### config.mk
export PLATFORM = sky130hd
export DESIGN_NAME = keccak_pad_absorber_flat
export DESIGN_NICKNAME = d
export VERILOG_FILES = /design/src/rtl/keccak_pad_absorber_if.sv /design/src/rtl/keccak_pad_absorber.sv /design/src/flat_wrapper.sv
export SDC_FILE = /design/constraint.sdc
export NUM_CORES = 1
export LEC_CHECK = 0
export CAP_MARGIN = 10
export CORE_MARGIN = 8
export CORE_UTILIZATION = 44
export CTS_CLUSTER_DIAMETER = 150
export DETAILED_ROUTE_END_ITERATION = 6
export PLACE_DENSITY = 0.74
export SLEW_MARGIN = 30
export SYNTH_ARGS = -nofsm -noshare
export SYNTH_HDL_FRONTEND = slang
export SYNTH_SLANG_ARGS = --single-unit
### constraint.sdc
create_clock -name clk -period 3.01 [get_ports clk]
set_clock_uncertainty 0.15 [all_clocks]
set_input_delay 0.301 -clock clk [delete_from_list [all_inputs] [get_ports clk]]
set_output_delay 0.301 -clock clk [all_outputs]
set_load 0.01 [all_outputs]
### src/rtl/keccak_pad_absorber_if.sv
// Byte-stream input and Keccak lane output handshakes of the pad/absorb block.
// slave is the absorber's view; master is the FIFO / permutation-core side.
interface keccak_pad_absorber_if;
    logic        in_valid;
    logic        in_ready;
    logic [7:0]  in_data;
    logic        in_last;
    logic        lane_valid;
    logic        lane_ready;
    logic [63:0] lane_data;
    logic [4:0]  lane_idx;
    logic        blk_last;
    logic        msg_final;

    modport slave (
        input  in_valid, in_data, in_last, lane_ready,
        output in_ready, lane_valid, lane_data, lane_idx, blk_last, msg_final
    );

    modport master (
        output in_valid, in_data, in_last, lane_ready,
        input  in_ready, lane_valid, lane_data, lane_idx, blk_last, msg_final
    );
endinterface

### src/rtl/keccak_pad_absorber.sv
// Packs a byte stream into 64-bit Keccak lanes and applies SHA3 multi-rate padding.
// Optional KECCAK_XOF_EN adds an xof input selecting the SHAKE domain byte.
module keccak_pad_absorber #(
    parameter logic [7:0] DOMAIN_SHA3 = 8'h06,
    parameter logic [7:0] DOMAIN_XOF  = 8'h1F
) (
    input  logic       clk,
    input  logic       reset,
    input  logic [1:0] sel,
    input  logic       msg_empty,
    input  logic       perm_done,
`ifdef KECCAK_XOF_EN
    input  logic       xof,
`endif
    output logic       busy,
    keccak_pad_absorber_if.slave bus
);

    localparam logic [1:0] IDLE      = 2'd0;
    localparam logic [1:0] ABSORB    = 2'd1;
    localparam logic [1:0] PAD       = 2'd2;
    localparam logic [1:0] WAIT_PERM = 2'd3;

    logic [1:0]  state_q, state_d;
    logic [4:0]  rate_lanes_q, rate_lanes_d;
    logic [63:0] lane_q, lane_d;
    logic [4:0]  lane_idx_q, lane_idx_d;
    logic [2:0]  byte_cnt_q, byte_cnt_d;
    logic        lane_valid_q, lane_valid_d;
    logic        final_q, final_d;
    logic        pend_q, pend_d;
    logic        dom_done_q, dom_done_d;
    logic [7:0]  domain;

`ifdef KECCAK_XOF_EN
    logic xof_q, xof_d;
    assign domain = xof_q ? DOMAIN_XOF : DOMAIN_SHA3;
`else
    assign domain = DOMAIN_SHA3;
`endif

    logic accept, xfer, last_lane, next_last;

    assign bus.in_ready   = (state_q == ABSORB) && !lane_valid_q;
    assign bus.lane_valid = lane_valid_q;
    assign bus.lane_data  = lane_q;
    assign bus.lane_idx   = lane_idx_q;
    assign bus.blk_last   = lane_valid_q && last_lane;
    assign bus.msg_final  = final_q;
    assign busy           = (state_q != IDLE);

    assign accept    = bus.in_ready && bus.in_valid;
    assign xfer      = lane_valid_q && bus.lane_ready;
    assign last_lane = (lane_idx_q == rate_lanes_q - 5'd1);
    assign next_last = (lane_idx_q + 5'd2 == rate_lanes_q);

    function automatic logic [4:0] rate_of(input logic [1:0] s);
        logic [4:0] r;
        unique case (s)
            2'd0:    r = 5'd18;
            2'd1:    r = 5'd17;
            2'd2:    r = 5'd13;
            default: r = 5'd9;
        endcase
        return r;
    endfunction

    // Bytes below cnt are message; the domain byte lands at cnt once per message.
    function automatic logic [63:0] pad_lane(
        input logic [63:0] base,
        input logic [2:0]  cnt,
        input logic        put_dom,
        input logic        is_last,
        input logic [7:0]  dom
    );
        logic [63:0] r;
        r = base;
        for (int k = 0; k < 8; k++) begin
            if (k >= int'(cnt))
                r[8*k +: 8] = (put_dom && k == int'(cnt)) ? dom : 8'h00;
        end
        if (is_last)
            r[63:56] = r[63:56] | 8'h80;
        return r;
    endfunction

    always_comb begin
        state_d      = state_q;
        rate_lanes_d = rate_lanes_q;
        lane_d       = lane_q;
        lane_idx_d   = lane_idx_q;
        byte_cnt_d   = byte_cnt_q;
        lane_valid_d = lane_valid_q;
        final_d      = final_q;
        pend_d       = pend_q;
        dom_done_d   = dom_done_q;
`ifdef KECCAK_XOF_EN
        xof_d        = xof_q;
`endif
        unique case (state_q)
            IDLE: begin
                if (bus.in_valid || msg_empty) begin
                    state_d      = bus.in_valid ? ABSORB : PAD;
                    final_d      = !bus.in_valid;
                    rate_lanes_d = rate_of(sel);
                    lane_d       = 64'h0;
                    lane_idx_d   = 5'd0;
                    byte_cnt_d   = 3'd0;
                    pend_d       = 1'b0;
                    dom_done_d   = 1'b0;
`ifdef KECCAK_XOF_EN
                    xof_d        = xof;
`endif
                end
            end
            ABSORB: begin
                if (accept) begin
                    lane_d[{byte_cnt_q, 3'b000} +: 8] = bus.in_data;
                    byte_cnt_d = byte_cnt_q + 3'd1;
                    if (byte_cnt_q == 3'd7)
                        lane_valid_d = 1'b1;
                    // A message ending on a block boundary needs a whole padding block.
                    if (bus.in_last) begin
                        if (byte_cnt_q == 3'd7 && last_lane) begin
                            pend_d = 1'b1;
                        end else begin
                            state_d = PAD;
                            final_d = 1'b1;
                        end
                    end
                end else begin
                    if (xfer) begin
                        lane_valid_d = 1'b0;
                        lane_d       = 64'h0;
                        byte_cnt_d   = 3'd0;
                        if (last_lane) begin
                            state_d    = WAIT_PERM;
                            lane_idx_d = 5'd0;
                        end else begin
                            lane_idx_d = lane_idx_q + 5'd1;
                        end
                    end
                    if (msg_empty) begin
                        if (lane_valid_q && last_lane) begin
                            pend_d = 1'b1;
                        end else begin
                            state_d = PAD;
                            final_d = 1'b1;
                        end
                    end
                end
            end
            PAD: begin
                if (!lane_valid_q) begin
                    lane_d = pad_lane(lane_q, byte_cnt_q, !dom_done_q,
                                      last_lane, domain);
                    lane_valid_d = 1'b1;
                    dom_done_d   = 1'b1;
                end else if (xfer) begin
                    byte_cnt_d = 3'd0;
                    if (last_lane) begin
                        lane_valid_d = 1'b0;
                        lane_d       = 64'h0;
                        lane_idx_d   = 5'd0;
                        state_d      = WAIT_PERM;
                    end else begin
                        lane_idx_d = lane_idx_q + 5'd1;
                        lane_d     = pad_lane(64'h0, 3'd0, !dom_done_q,
                                              next_last, domain);
                        dom_done_d = 1'b1;
                    end
                end
            end
            WAIT_PERM: begin
                if (perm_done) begin
                    if (final_q) begin
                        state_d = IDLE;
                        final_d = 1'b0;
                    end else if (pend_q) begin
                        state_d    = PAD;
                        final_d    = 1'b1;
                        pend_d     = 1'b0;
                        dom_done_d = 1'b0;
                    end else begin
                        state_d = ABSORB;
                    end
                end
            end
            default: state_d = IDLE;
        endcase
    end

    always_ff @(posedge clk or posedge reset) begin
        if (reset) begin
            state_q      <= IDLE;
            rate_lanes_q <= 5'd9;
            lane_q       <= 64'h0;
            lane_idx_q   <= 5'd0;
            byte_cnt_q   <= 3'd0;
            lane_valid_q <= 1'b0;
            final_q      <= 1'b0;
            pend_q       <= 1'b0;
            dom_done_q   <= 1'b0;
`ifdef KECCAK_XOF_EN
            xof_q        <= 1'b0;
`endif
        end else begin
            state_q      <= state_d;
            rate_lanes_q <= rate_lanes_d;
            lane_q       <= lane_d;
            lane_idx_q   <= lane_idx_d;
            byte_cnt_q   <= byte_cnt_d;
            lane_valid_q <= lane_valid_d;
            final_q      <= final_d;
            pend_q       <= pend_d;
            dom_done_q   <= dom_done_d;
`ifdef KECCAK_XOF_EN
            xof_q        <= xof_d;
`endif
        end
    end

endmodule

### src/flat_wrapper.sv
// flat-port wrapper written by rule: the top's interface ports become plain ports
module keccak_pad_absorber_flat 
#(
    parameter logic [7:0] DOMAIN_SHA3 = 8'h06,
    parameter logic [7:0] DOMAIN_XOF  = 8'h1F
)
  (clk, reset, sel, msg_empty, perm_done, busy, bus_in_valid, bus_in_data, bus_in_last, bus_lane_ready, bus_in_ready, bus_lane_valid, bus_lane_data, bus_lane_idx, bus_blk_last, bus_msg_final);
  keccak_pad_absorber_if bus_i ();
  input  logic clk;
  input  logic reset;
  input  logic [1:0] sel;
  input  logic msg_empty;
  input  logic perm_done;
  output logic busy;
  input wire logic [$bits(bus_i.in_valid)-1:0] bus_in_valid;
  input wire logic [$bits(bus_i.in_data)-1:0] bus_in_data;
  input wire logic [$bits(bus_i.in_last)-1:0] bus_in_last;
  input wire logic [$bits(bus_i.lane_ready)-1:0] bus_lane_ready;
  output wire logic [$bits(bus_i.in_ready)-1:0] bus_in_ready;
  output wire logic [$bits(bus_i.lane_valid)-1:0] bus_lane_valid;
  output wire logic [$bits(bus_i.lane_data)-1:0] bus_lane_data;
  output wire logic [$bits(bus_i.lane_idx)-1:0] bus_lane_idx;
  output wire logic [$bits(bus_i.blk_last)-1:0] bus_blk_last;
  output wire logic [$bits(bus_i.msg_final)-1:0] bus_msg_final;
  assign bus_i.in_valid = bus_in_valid;
  assign bus_i.in_data = bus_in_data;
  assign bus_i.in_last = bus_in_last;
  assign bus_i.lane_ready = bus_lane_ready;
  assign bus_in_ready = bus_i.in_ready;
  assign bus_lane_valid = bus_i.lane_valid;
  assign bus_lane_data = bus_i.lane_data;
  assign bus_lane_idx = bus_i.lane_idx;
  assign bus_blk_last = bus_i.blk_last;
  assign bus_msg_final = bus_i.msg_final;
  keccak_pad_absorber #(.DOMAIN_SHA3(DOMAIN_SHA3), .DOMAIN_XOF(DOMAIN_XOF)) u_core (.clk(clk), .reset(reset), .sel(sel), .msg_empty(msg_empty), .perm_done(perm_done), .busy(busy), .bus(bus_i));
endmodule
Yosys cells after proc, flatten, opt, wreduce, memory -nomap -nowiden
Cells that the tools add are included.

cells by class
  order comparisons = 7
  divide/modulo/power cells = 0
  mux-type cells = 85
  reduce and logical (&&, ||, !) cells = 41
  shift-type cells = 2
  eq/ne operators = 38
  add/subtract/negate cells = 5
  bitwise logic cells = 0
  $mul = 0

operator list
  operator                                                                 number
  64-bit 2-to-1 mux                                                        6
  64-bit one-hot mux with 3 select lines                                   1
  8-bit 2-to-1 mux                                                         9
  64-bit bitwise mux                                                       1
  8-bit by 8-bit variable shift with 64-bit output (first input constant)  1
  8-bit by 8-bit variable part select with 64-bit output                   1
  5-bit AND reduction                                                      8
  3-bit 2-to-1 mux                                                         13
  5-bit one-hot mux with 3 select lines                                    2
  1-bit 2-to-1 mux                                                         29
  2-bit 2-to-1 mux                                                         13
  5-bit 2-to-1 mux                                                         5
  3-bit by 1-bit != test with 1-bit output (second input constant)         8
  3-bit != test (second input constant)                                    6
  7-bit AND reduction                                                      2
  1-bit logical AND                                                        13
  3-bit == test (first input constant)                                     4
  5-bit == test                                                            2
  3-bit greater-or-equal comparator (first input constant)                 3
  3-bit by 2-bit != test with 1-bit output (second input constant)         3
  1-bit one-hot mux with 3 select lines                                    3
  3-bit one-hot mux with 3 select lines                                    1
  3-bit nonzero test                                                       3
  6-bit negation with 8-bit output                                         1
  24 further kinds                                                         40

storage, ports and cells
  bits in read-only memories = 0
  output and inout bits = 74
  memories kept = 0
  latch bits = 0
  memory bits (writable) = 0
  register bits after elaboration = 83

Longest topological paths before layout
  word-level depth = 8
  gate-level depth with buffers = 10
  depth with buffers taken out = 9

Worst setup path before layout
OpenSTA, ideal clock, no wires.

  path kind = register to register
  start point = register u_core.rate_lanes_q[0]
  end point = register u_core.state_q[1]
  slack = 0.238 ns
  cell stages (with the launch flop) = 9
  buffers on the path = 0
  arrival = 2.501 ns
  required time = 2.739 ns
  period minus slack after synthesis = 2.772 ns
  path through = dfstp_2 inv_1 ha_1 xnor2_1 a211o_1 a2111oi_4 o221ai_2 a2111o_1 a22o_1

RTL lines
  element                                      line                        RTL
  start: declaration                           keccak_pad_absorber.sv:25   logic [4:0] rate_lanes_q, rate_lanes_d;
  start signal: assignment                     keccak_pad_absorber.sv:209  rate_lanes_q <= rate_lanes_d;
  5-bit by 1-bit subtractor with 5-bit output  keccak_pad_absorber.sv:54   assign last_lane = (lane_idx_q == rate_lanes_q - 5'd1);
  5-bit == test                                keccak_pad_absorber.sv:54
  1-bit logical AND                            --
  named net bus_blk_last                       flat_wrapper.sv:23          output wire logic [$bits(bus_i.blk_last)-1:0] bus_blk_last;
  2-bit 2-to-1 mux                             keccak_pad_absorber.sv:144  if (lane_valid_q && last_lane) begin
  2-bit 2-to-1 mux                             keccak_pad_absorber.sv:143  if (msg_empty) begin
  2-bit 2-to-1 mux                             keccak_pad_absorber.sv:117  if (accept) begin
  2-bit one-hot mux with 4 select lines        keccak_pad_absorber.sv:100  unique case (state_q)
  end signal: assignment                       keccak_pad_absorber.sv:208  state_q <= state_d;
  end: declaration                             keccak_pad_absorber.sv:24   logic [1:0] state_q, state_d;

The timed path passes the listed nets, and every way through them passes these cells. The select of a mux whose other input is x is not followed.
A chain may end at the register's enable or synchronous reset.

Worst setup path in the final report
  start point = register u_core.rate_lanes_q[0]
  end point = output bus_blk_last

between the ends
  cells in the longest elaborated chain, start to end = 3

ends and longest elaborated chain
  element                                      line                       RTL
  5-bit by 1-bit subtractor with 5-bit output  keccak_pad_absorber.sv:54
  5-bit == test                                keccak_pad_absorber.sv:54
  1-bit logical AND                            keccak_pad_absorber.sv:48  assign bus.blk_last = lane_valid_q && last_lane;
  end: declaration                             flat_wrapper.sv:23

No other way between the ends.

==> flow_metrics.py <==
metrics = {
    "timing": {
        "final_hold_viol_count": 0,
        "setup_tns_ns": 0,
        "tightest_slew_ns": 0.6737,
        "setup_viol": 0,
        "rsz0062_at_grt": "false",
        "fmax_ghz": 0.3477,
        "min_period_ns": 2.876,
        "timing.final.crit_share_pct": 95.55,
        "final-max-slew-violation-count": 0,
        "worst_slack_ns": 0.1340,
        "relSlewSlack_pct": 54.92,
    },
    "critical_path": {
        "rr_worst_depth": 10,
        "path_cells": "inv_1 > ha_1 > xnor2_1 > a211o_1 > a2111oi_4 > dlygate4sd2_1",
        "timing_worst_setup_path_type": "flop to output port",
        "crit_path_end_kind": "output port",
        "cp_max_fo": 3,
        "worstSetupStartpointType": "flop",
        "cp_slowest_cell": "dfstp_2",
        "slowest_delay_ns": 0.56,
        "required_ns": 2.56,
        "worstPathArrival_ns": 2.42,
    },
    "job": {
        "cap_violations": 0,
    },
    "routing": {
        "vias": 4246,
        "wl_met3_microns": 852,
        "drtIter0Drc": 451,
        "drt-wirelength-per-cell_microns": 17.79,
        "drt-total-wl_microns": 13540,
        "drtAntennaViolNets": 0,
        "drc": 0,
        "wl_met2_microns": 6532,
        "dr.pass1.iters": 5,
        "vias_per_cell": 5.580,
        "top_layer_used": "met4",
        "wl_met1_microns": 5858,
    },
    "die": {
        "core_sq_um": 10700,
        "placement_rows": 38,
        "io_pins": 91,
        "die_h_microns": 120.0,
        "die_w_microns": 120.0,
        "initial_core_util_pct": 44.47,
        "die-area_sq_um": 14400,
    },
    "global_routing": {
        "antenna_found_initial": 0,
        "grt_pass1_wl_microns": 22340,
        "grt_max_degree": 84,
        "grt_overflow": 0,
        "grt_use_total_pct": 19.06,
        "grt_pass1_vias": 4421,
    },
    "logic_synthesis": {
        "synth_ff_type": "dfrtp_1",
        "ys_ff_latch": 83,
        "synth_most_common_cell": "dfrtp_1",
        "yosys_warnings": 0,
        "yosysTopAreaCellShare_pct": 42.61,
        "postSynthCellCount": 507,
        "synth_area_leaders": "dfrtp_1, mux2i_1, nor2_1",
        "synthArstFlopShare_pct": 100.0,
        "synth_edf_count": 0,
        "synth_seq_area_share_pct": 43.71,
        "synth_area_per_cell_sq_um": 9.383,
        "yosysUniqueCellTypes": 55,
        "yosys-top-cells-count": "dfrtp_1, nor2_1, mux2i_1, nand2_1, nand3_1",
        "synth_top_area_cell": "dfrtp_1",
        "synth_area_sq_um": 4757,
        "syn-num-nets": 540,
    },
    "cts": {
        "clkLatencyLatePin_ns": 0.36,
        "h-tree-depth": 3,
        "clock-sinks": 83,
        "cts_tree": "yes",
        "cts_hold_buffers": 0,
        "clockBufferDepth": 2,
        "cts.clk_slew.worst_paths_ns": 0.09,
        "clock-root-buffer": "clkbuf_8",
        "cts_buffers": 9,
        "cts_setup_buffers": 0,
    },
    "final_layout": {
        "nets": 649,
        "syn_to_final_growth_pct": 29.67,
        "diodes": 0,
        "final_area_sq_um": 6168,
        "drive_gt1_share_pct": 9.179,
    },
    "pwr": {
        "power_w": 0.004849,
        "power_density_nw_per_um2": 786.1,
        "power.leakage_nw": 2.851,
        "ir_drop_uv": 471.4,
    },
    "placement": {
        "pre_cts_slack_ns": 0.2291,
        "port_buffers": 90,
        "placed_cell_area_sq_um": 5971,
        "gp_congestion": 0.9508,
        "dp_hpwl_microns": 10340,
    },
    "outcome": {
        "run_status": "complete, no violations",
    },
    "worst_hold_path": {
        "hp-class": "input port to async pin",
    },
}
-- worst max-delay path: cells and delay by family (launching register included) --
family,cells,cell delay [ns]
AOI/OAI and AO/OA,2,0.69
xor gates and xnor gates,1,0.13
adders and majority gates,1,0.30
buffers and inverters,2,0.39
DFF,1,0.56
-- through the flow --
| stage | hold slack, ns | instances | util [%] |
|---|---|---|---|
| after floorplan | 0.2627 | 507 | - |
| after global placement | 0.3332 | 745 | 55.81 |
| after detailed placement | 0.3294 | 745 | 55.81 |
| after CTS | 0.2202 | 761 | 57.66 |
| after global routing | 0.2454 | 761 | 57.66 |
| final | 0.1884 | 761 | 57.66 |
-- layer usage --
layer	global-route usage, %	vias up
met1	23.37	2069
met3	4.274	25
met5	0	-
li1	-	2015
met2	31.61	137
met4	8.353	0
-- cell usage in the layout, fill, tap and decap left out, types with 3 or more instances in the layout --
master and instances:
nand3_1 23, or3_1 6, dfrtp_1 81, clkbuf_8 9, nand4_1 3, o21ai_0 22
o2bb2ai_1 3, nor2b_1 3, nand2_1 50, and2_1 10, mux2i_1 53, o22ai_1 5
xnor2_1 7, nor3b_1 6, a211o_1 3, buf_4 26, a21oi_1 19, a211oi_1 3
nor3_1 10, inv_1 17, xor2_1 3, o21ai_1 6, nand2b_1 6, mux2_2 4
ha_1 16, a22o_1 12, a22oi_1 4, and3_1 10, clkinv_2 3, o21a_1 4
nor2_1 65, clkdlybuf4s50_1 89, a21o_1 4
-- path summary, 6_finish.rpt --
check                                         start                       end  slack (ns)
min in group clk           u_core.bus.lane_data[59]  u_core.bus.lane_data[59]        0.35
max in group asynchronous                     reset    u_core.rate_lanes_q[3]        2.14
min                                           reset  u_core.bus.lane_data[23]        0.19
min reg2reg                u_core.bus.lane_data[59]  u_core.bus.lane_data[59]        0.35
max reg2reg                       u_core.state_q[0]  u_core.bus.lane_data[40]        0.21
max                          u_core.rate_lanes_q[0]              bus_blk_last        0.13
-- logic make-up after synthesis --
logic type / synth area share [%]
flip-flops: 43.71
AND/OR/NAND/NOR: 20.33
AO/OA/AOI/OAI: 14.31
multiplexers: 12.10
adder cells (fa/ha/maj): 4.208
buffers and inverters: 3.156
XOR/XNOR: 2.183
-- flip-flops by register name, indices dropped and copies added (netlist names) --
register and count:
u_core.bus.lane_data 64, u_core.bus.lane_idx 5, u_core.bus.lane_valid 1, u_core.bus.msg_final 1, u_core.byte_cnt_q 3, u_core.dom_done_q 1, u_core.pend_q 1, u_core.rate_lanes_q 5
u_core.state_q 2
-- final cells by class --
class                           instances  area (sq um)
Clock inverter                          7         75.07
Sequential cell                        83          2079
Timing Repair Buffer                  117          1115
Inverter                               19         72.57
Clock buffer                            9         123.9
Tap cell                              140         175.2
Multi-Input combinational cell        386          2527
Fill cell                             971          4529
-- repair_timing --
item                                   CTS  global route
resized for setup                        1             0
endpoints found under the hold margin    0             0
setup endpoints to repair                1             0
-- power breakdown --
part           switching [W]  total [W]  internal (W)
registers           0.000154    0.00141       0.00125
logic                0.00156    0.00262       0.00106
clock network       0.000433   0.000822      0.000389
Power figures use the tool's default switching activity.
